### src/rtl/fifo_pkg.sv
// fifo_pkg: shared types and defaults for the async FIFO read side.
// Widths here track the FIFO instance defaults.
package fifo_pkg;

  localparam int FIFO_WIDTH = 8;
  localparam int FIFO_DEPTH = 8;
  localparam int PK_NBYTES  = 4;

  typedef enum logic [1:0] {
    FILL       = 2'd0,
    FLUSH_WAIT = 2'd1,
    FLUSH_EMIT = 2'd2
  } pk_state_e;

endpackage

### src/rtl/fifo_rd_packer_pack_acc.sv
// pack_acc: byte-slot assembly buffer with fill count.
// word_o merges the byte arriving this cycle into its slot.
module pack_acc
  import fifo_pkg::*;
#(
  parameter int WIDTH  = FIFO_WIDTH,
  parameter int NBYTES = PK_NBYTES,
  localparam int CW    = $clog2(NBYTES + 1)
) (
  input  logic                    clk,
  input  logic                    rst_n,
  input  logic                    clr_i,
  input  logic                    wr_i,
  input  logic [WIDTH-1:0]        din_i,
  output logic [CW-1:0]           cnt_o,
  output logic [WIDTH*NBYTES-1:0] word_o
);

  logic [NBYTES-1:0][WIDTH-1:0] slot_q;
  logic [CW-1:0]                cnt_q;

  // Slots clear wholesale so unfilled bytes always read as zero
  always_ff @(posedge clk or negedge rst_n) begin
    if (!rst_n) begin
      slot_q <= '0;
      cnt_q  <= '0;
    end else if (clr_i) begin
      slot_q <= '0;
      cnt_q  <= '0;
    end else if (wr_i && cnt_q < CW'(NBYTES)) begin
      for (int i = 0; i < NBYTES; i++) begin
        if (cnt_q == CW'(i)) slot_q[i] <= din_i;
      end
      cnt_q <= cnt_q + 1'b1;
    end
  end

  // Current contents plus the byte landing this cycle
  always_comb begin
    word_o = slot_q;
    for (int i = 0; i < NBYTES; i++) begin
      if (wr_i && cnt_q == CW'(i)) begin
        word_o[i*WIDTH +: WIDTH] = din_i;
      end
    end
  end

  assign cnt_o = cnt_q;

endmodule

### src/rtl/fifo_rd_packer.sv
// fifo_rd_packer: pops FIFO bytes, packs them little-endian into
// words on a valid/ready stream; flush emits a partial last word.
module fifo_rd_packer
  import fifo_pkg::*;
#(
  parameter int WIDTH  = FIFO_WIDTH,
  parameter int NBYTES = PK_NBYTES
) (
  input  logic                    rd_clk,
  input  logic                    rst_n,
  input  logic                    fifo_empty,
  output logic                    fifo_rd_EN,
  input  logic [WIDTH-1:0]        fifo_data_out,
  input  logic                    fifo_Dout_valid,
  input  logic                    flush,
  output logic                    m_valid,
  input  logic                    m_ready,
  output logic [WIDTH*NBYTES-1:0] m_data,
  output logic [NBYTES-1:0]       m_keep,
  output logic                    m_last,
  output logic                    busy,
  output logic                    err_unexp
);

  localparam int CW = $clog2(NBYTES + 1);
  localparam int DW = WIDTH * NBYTES;
  localparam logic [CW:0] NB = (CW+1)'(NBYTES);

  pk_state_e         state_q;
  logic              inflight_q;
  logic              err_q;
  logic              valid_q;
  logic              last_q;
  logic [DW-1:0]     data_q;
  logic [NBYTES-1:0] keep_q;

  logic [CW-1:0]     cnt;
  logic [DW-1:0]     word;
  logic [NBYTES-1:0] part_keep;
  logic [CW:0]       cnt_v;
  logic [CW:0]       cnt_f;
  logic              v;
  logic              out_free;
  logic              loading;
  logic              emit;
  logic              flush_last;

  // Bytes with no pop in flight are discarded
  assign v        = fifo_Dout_valid & inflight_q;
  assign out_free = ~valid_q | m_ready;
  assign cnt_v    = {1'b0, cnt} + {{CW{1'b0}}, v};
  assign cnt_f    = {1'b0, cnt} + {{CW{1'b0}}, inflight_q};
  assign loading  = (cnt_v == NB) & out_free;
  assign emit     = (state_q == FLUSH_EMIT) & out_free;

  assign flush_last = flush | (state_q != FILL);

  assign fifo_rd_EN = rst_n & ~fifo_empty & ~flush
                    & (state_q == FILL)
                    & (loading | (cnt_f < NB));

  // Partial-word keep mask, contiguous from bit 0
  always_comb begin
    part_keep = '0;
    for (int i = 0; i < NBYTES; i++) begin
      part_keep[i] = (CW'(i) < cnt);
    end
  end

  pack_acc #(
    .WIDTH  (WIDTH),
    .NBYTES (NBYTES)
  ) u_acc (
    .clk    (rd_clk),
    .rst_n  (rst_n),
    .clr_i  (loading | emit),
    .wr_i   (v),
    .din_i  (fifo_data_out),
    .cnt_o  (cnt),
    .word_o (word)
  );

  // Track outstanding pop and latch stray read-valid pulses
  always_ff @(posedge rd_clk or negedge rst_n) begin
    if (!rst_n) begin
      inflight_q <= 1'b0;
      err_q      <= 1'b0;
    end else begin
      inflight_q <= fifo_rd_EN & ~fifo_empty;
      if (fifo_Dout_valid & ~inflight_q) err_q <= 1'b1;
    end
  end

  // Flush FSM and output word register
  always_ff @(posedge rd_clk or negedge rst_n) begin
    if (!rst_n) begin
      state_q <= FILL;
      valid_q <= 1'b0;
      data_q  <= '0;
      keep_q  <= '0;
      last_q  <= 1'b0;
    end else begin
      if (loading) begin
        valid_q <= 1'b1;
        data_q  <= word;
        keep_q  <= '1;
        last_q  <= flush_last;
      end else if (emit) begin
        valid_q <= 1'b1;
        data_q  <= word;
        keep_q  <= part_keep;
        last_q  <= 1'b1;
      end else if (m_ready) begin
        valid_q <= 1'b0;
      end
      unique case (state_q)
        FILL: begin
          if (flush) state_q <= FLUSH_WAIT;
        end
        FLUSH_WAIT: begin
          if (!inflight_q) begin
            if (cnt == '0) begin
              state_q <= FILL;
            end else if (cnt != CW'(NBYTES)) begin
              state_q <= FLUSH_EMIT;
            end else if (loading) begin
              state_q <= FILL;
            end
          end
        end
        FLUSH_EMIT: begin
          if (out_free) state_q <= FILL;
        end
        default: state_q <= FILL;
      endcase
    end
  end

  assign m_valid   = valid_q;
  assign m_data    = data_q;
  assign m_keep    = keep_q;
  assign m_last    = last_q;
  assign err_unexp = err_q;
  assign busy      = (cnt != '0) | inflight_q
                   | (state_q != FILL) | valid_q;

endmodule

### config.mk
export PLATFORM = sky130hd
export DESIGN_NAME = fifo_rd_packer
export DESIGN_NICKNAME = d
export VERILOG_FILES = /design/src/rtl/fifo_pkg.sv /design/src/rtl/fifo_rd_packer_pack_acc.sv /design/src/rtl/fifo_rd_packer.sv
export SDC_FILE = /design/constraint.sdc
export NUM_CORES = 1
export LEC_CHECK = 0
export CAP_MARGIN = 40
export CORE_UTILIZATION = 25
export CTS_CLUSTER_SIZE = 20
export DETAILED_ROUTE_END_ITERATION = 12
export DONT_BUFFER_PORTS = 1
export GPL_TIMING_DRIVEN = 0
export SLEW_MARGIN = 20
export SYNTH_ARGS = -nofsm -noshare
export SYNTH_HDL_FRONTEND = slang
export SYNTH_HIERARCHICAL = 1
export SYNTH_SLANG_ARGS = --single-unit
### constraint.sdc
create_clock -name rd_clk -period 5.8 [get_ports rd_clk]
set_input_delay 1.16 -clock rd_clk [delete_from_list [all_inputs] [get_ports rd_clk]]
set_output_delay 1.16 -clock rd_clk [all_outputs]
set_load 0.01 [all_outputs]
### After elaboration in Yosys (flattened, before gate mapping)

Index checks and enable logic that the tools add are counted.

* register bits after elaboration: 77
* output and inout port bits: 41

* mux-type cells: 28
* equal/unequal tests: 11
* reduce and logical (&&, ||, !) cells: 21
* add/sub/neg operators: 3
* magnitude comparators: 6
* bitwise operators: 20

Operators by type and width (number)
* 32-bit two-way mux: 4
* 8-bit two-way mux: 8
* 2-bit nonzero test: 7
* 2-bit two-way mux: 6
* 1-bit AND: 9
* 3-bit by 1-bit adder with 4-bit output: 2
* 4-bit two-way mux: 2
* 2-bit AND reduction: 4
* 1-bit OR: 7
* 3-bit by 2-bit == test with 1-bit output, second input constant: 2
* 1-bit by 3-bit < comparator with 1-bit output, first input constant: 2
* 2-bit by 3-bit < comparator with 1-bit output, first input constant: 2
* 3-bit two-way mux: 2
* 2-bit != test, second input constant: 3
* 2-bit one-hot mux with 3 select lines: 1
* 3-bit nonzero test: 2
* 1-bit logical AND: 5
* 1-bit two-way mux: 5
* 4-bit by 3-bit == test with 1-bit output, second input constant: 1
* 4-bit by 3-bit < comparator with 1-bit output, second input constant: 1
* 4-bit != test, second input constant: 1
* 1-bit inverter: 4
* 4-bit AND reduction: 1
* 3-bit by 1-bit adder with 3-bit output, second input constant: 1
* 7 further kinds: 7

### Longest topological paths before layout

* word-level depth: 9
* depth in mapped cells: 10
* depth with buffers taken out: 7

### Cells and area by module

The synthesis kept the hierarchy.

By module, submodules not included
* fifo_rd_packer: cells an instance 125, times used 1, seq. area each 1051.0 sq um, area each 1766.7 sq um
* pack_acc: cells an instance 142, times used 1, seq. area each 875.8 sq um, area each 1735.4 sq um

### Worst setup path before layout

No wires, ideal clock.

* path kind: input -> output
* start point: in fifo_Dout_valid
* end point: out fifo_rd_EN
* path buffers: 0
* required time: 4.640 ns
* stages: 7
* path slack: 1.649 ns
* arrival: 2.991 ns
* cell sequence: and2_1 > ha_1 > ha_1 > or2_0 > a2111oi_4 > nor2_1 > nor4b_1

* cells in the longest elaborated chain, start to end: 6

RTL lines
* from (decl): line fifo_rd_packer.sv:14 `input logic fifo_Dout_valid,`
* 1-bit AND: line fifo_rd_packer.sv:49 `assign v = fifo_Dout_valid & inflight_q;`
* 3-bit by 1-bit adder with 4-bit output: line fifo_rd_packer.sv:51 `assign cnt_v = {1'b0, cnt} + {{CW{1'b0}}, v};`
* 4-bit by 3-bit == test with 1-bit output: line fifo_rd_packer.sv:53 `assign loading = (cnt_v == NB) & out_free;`
* 1-bit AND: line fifo_rd_packer.sv:53
* 1-bit OR: line fifo_rd_packer.sv:60 `& (loading | (cnt_f < NB));`
* 1-bit AND: line fifo_rd_packer.sv:60
* to (decl): line fifo_rd_packer.sv:12 `output logic fifo_rd_EN,`

No other way between the ends.

### Worst setup path in the final report

Same ends and word-level chain as after synthesis.

==> reports/metrics.cfg <==
[finish]
syn2layout_area_growth_pct = 15.51
layout_common_cells = dfrtp_1, mux2_1, mux2_2
design_area_mm2 = 0.004045
final_layout_size_suffix_gt1_share_pct = 21.20
fin_nets = 299
fin_cells = 459
layout_commonest_cell = dfrtp_1
postLayoutCoreUtil_pct = 30.07
antenna_cells = 0

[setup_path]
crit_fanout = 6
crit_path_start_kind = primary input
cp-end-kind = primary output
critPathTopFamily = simple AND/OR/NAND/NOR gates
worstSetupPathType = in -> out
cp_cell_sequence = and2_1, ha_1, ha_1, or2_0, a2111oi_4, nor2_1, nor4b_1
cp.required_ns = 4.64
crit_buf_inv = 0
critPathArrivalTime_ns = 3.31
slowest_delay_ns = 0.67
cp_slowest_cell = nor4b_1
worst_path_most_repeated_cell = ha_1

[power_and_ir_drop]
ir_drop_mv = 0.2288
leakage_nw = 2.030
power_density_mw_per_mm2 = 474.6
p_total_w = 0.001920

[yosys]
synth_area_mm2 = 0.003502
ys_warn_count = 6
syn_area_per_cell_um2 = 13.12
synth_nets = 288
yosys.cell_types.count = 36
syn-instance-count = 267
yosys_register_bits = 77
ys_seq_area_share_pct = 55.02

[clock_network]
cts_root_buffer = clkbuf_16
cts_setup_buffers = 0
clkTransAtPathRegs_ns = 0.06
cts_buffers = 9
cts_hold_buffers = 0
clock-sinks = 77
htreeDepth = 3
clockBufferDepth = 2
ctsResizeCount = 0
clock_latency_ns = 0.34
tritoncts = done

[routing]
ant_nets = 0
wirelength_mm = 7.558
drc = 0
vias = 2084
dr.pass1.iters = 4
drt_iter0_markers = 150
wl_per_cell_um = 16.47
via_per_inst = 4.540

[sta]
max_freq_mhz = 223.7
rsz0062_at_grt = false
maxSlewHeadroom_pct = 50.27
worst_pin_slew_ns = 0.7357
drv_slew = 0
finalCriticalPeriod_ns = 4.470
finalSetupViolations = 0
worst_clock_skew_ns = 0.008235
fin_crit_sh_pct = 77.07
hold_viol_final = 0
setup_tns_ns = 0

[floorplanning]
boundaryPins = 55
core-area_mm2 = 0.01345
initial_core_util_pct = 26.03
die_width_um = 120.4
die_h_um = 120.4
core.rowCount = 42
die_area_mm2 = 0.01449

[global_route]
antenna_found_initial = 0
track_usage_pct = 11.14
grt_pass1_wl_mm = 12.12
grt_overflow_total = 0
grt_pass1_vias = 2161
grt_max_degree = 80

[placement]
io_buffer_count = 0
dpl_cell_area_mm2 = 0.003722
gp_congestion = 0.7834
hpwlAfterDp_mm = 5.109
placed_cells_incl_taps = 443

[hold_path]
min_path_type = in -> async

[run_status]
status = complete, no violations

[job]
max-cap-violations = 0

logic make-up (layout without fill, tap and decap cells):
family	count (synthesis)	after routing	share of synthesized area, %
AND/OR/NAND/NOR	81	81	13.47
flip-flops	77	77	55.02
multiplexers	66	66	21.79
AO/OA/AOI/OAI	22	22	4.359
buffers and inverters	14	30	2.858
adder cells (fa/ha/maj)	7	7	2.501
synth_stat cells:
master | instances | area share, %
ha_1 | 7 | 2.5
nor4_1 | 1 | 0.18
buf_8 | 3 | 1.3
o211ai_1 | 1 | 0.21
or3_1 | 1 | 0.18
a21o_1 | 2 | 0.43
nand2b_1 | 4 | 0.71
o31a_1 | 1 | 0.25
a22o_1 | 1 | 0.25
buf_6 | 1 | 0.32
inv_1 | 4 | 0.43
nor3_1 | 4 | 0.57
nand3_1 | 2 | 0.29
nand4b_1 | 1 | 0.25
and2_1 | 2 | 0.36
mux2i_1 | 2 | 0.57
mux2_2 | 28 | 9.0
nor2_1 | 7 | 0.75
a2111oi_4 | 1 | 0.79
dfrtp_1 | 77 | 55
buf_2 | 2 | 0.29
a21oi_1 | 12 | 1.7
o21ai_0 | 2 | 0.29
nor2b_1 | 26 | 4.6
nand2_1 | 25 | 2.7
mux2_4 | 6 | 2.6
mux2_1 | 30 | 9.6
nand3b_4 | 3 | 1.7
or2_0 | 1 | 0.18
clkbuf_1 | 3 | 0.32
nand3b_1 | 1 | 0.21
a31oi_1 | 1 | 0.18
buf_4 | 1 | 0.21
nor4b_1 | 2 | 0.50
a2bb2oi_1 | 1 | 0.25
and3b_1 | 1 | 0.25
final cells by class:
| class | instances | area [µm²] |
|---|---|---|
| clock buffer | 10 | 229.0 |
| inverter | 4 | 15.01 |
| tap | 176 | 220.2 |
| multi-input combinational | 176 | 1475 |
| clock inverter | 6 | 93.84 |
| buffer | 10 | 85.08 |
| fill | 1414 | 9408 |
| sequential | 77 | 1927 |
sequential cells by signal (all words and copies together) (netlist names), 2 cells and up:
| signal | cells |
|---|---|
| m_keep | 4 |
| m_data | 32 |
| u_acc/slot_q | 32 |
| state_q | 2 |
| u_acc/cnt_o | 3 |
worst register-to-register path: stages (launching register included):
cell and delay (ns):
dfrtp_1 0.44, and2_1 0.21, ha_1 0.20, ha_1 0.26, or2_0 0.26, a2111oi_4 0.48
nand2b_1 0.17, buf_4 0.18, buf_8 0.19, clkbuf_1 0.54, nor2b_1 0.11
metrics by stage:
stage | worst slack, ns | hold slack (ns)
after floorplan | 1.649 | 0.4503
final | 1.330 | 0.5132
after global routing | 1.150 | 0.4962
after CTS | 1.328 | 0.4972
after detailed placement | 1.347 | 0.5069
after global placement | 1.339 | 0.4690
routing by layer:
layer  vias up  track usage [%]  routed length (µm)
li1        950                -                   -
met1      1072            13.53                3329
met2        51            17.82                3587
met3        11            4.104                 497
met4         0            4.475                 143
met5         -                0                   0
path summary, 6_finish.rpt:
check / start / end / slack, ns / depth (start not counted)
max in group asynchronous: rst_n / m_data[0] / 5.17 / 0
worst min-delay path: rst_n / m_data[13] / 0.51 / 0
worst min register to register: state_q[1] / state_q[0] / 0.52 / 1
min in group rd_clk: state_q[1] / state_q[0] / 0.52 / 1
worst max-delay path: fifo_Dout_valid / fifo_rd_EN / 1.33 / 7
worst max register to register: inflight_q / u_acc/slot_q[12] / 2.61 / 10
power breakdown:
group          switching (W)  internal, W  total [W]
sequential          0.000145     0.000692   0.000838
combinational       0.000235     0.000233   0.000468
clock               0.000233     0.000381   0.000614
(Power assumes the default switching activity.)
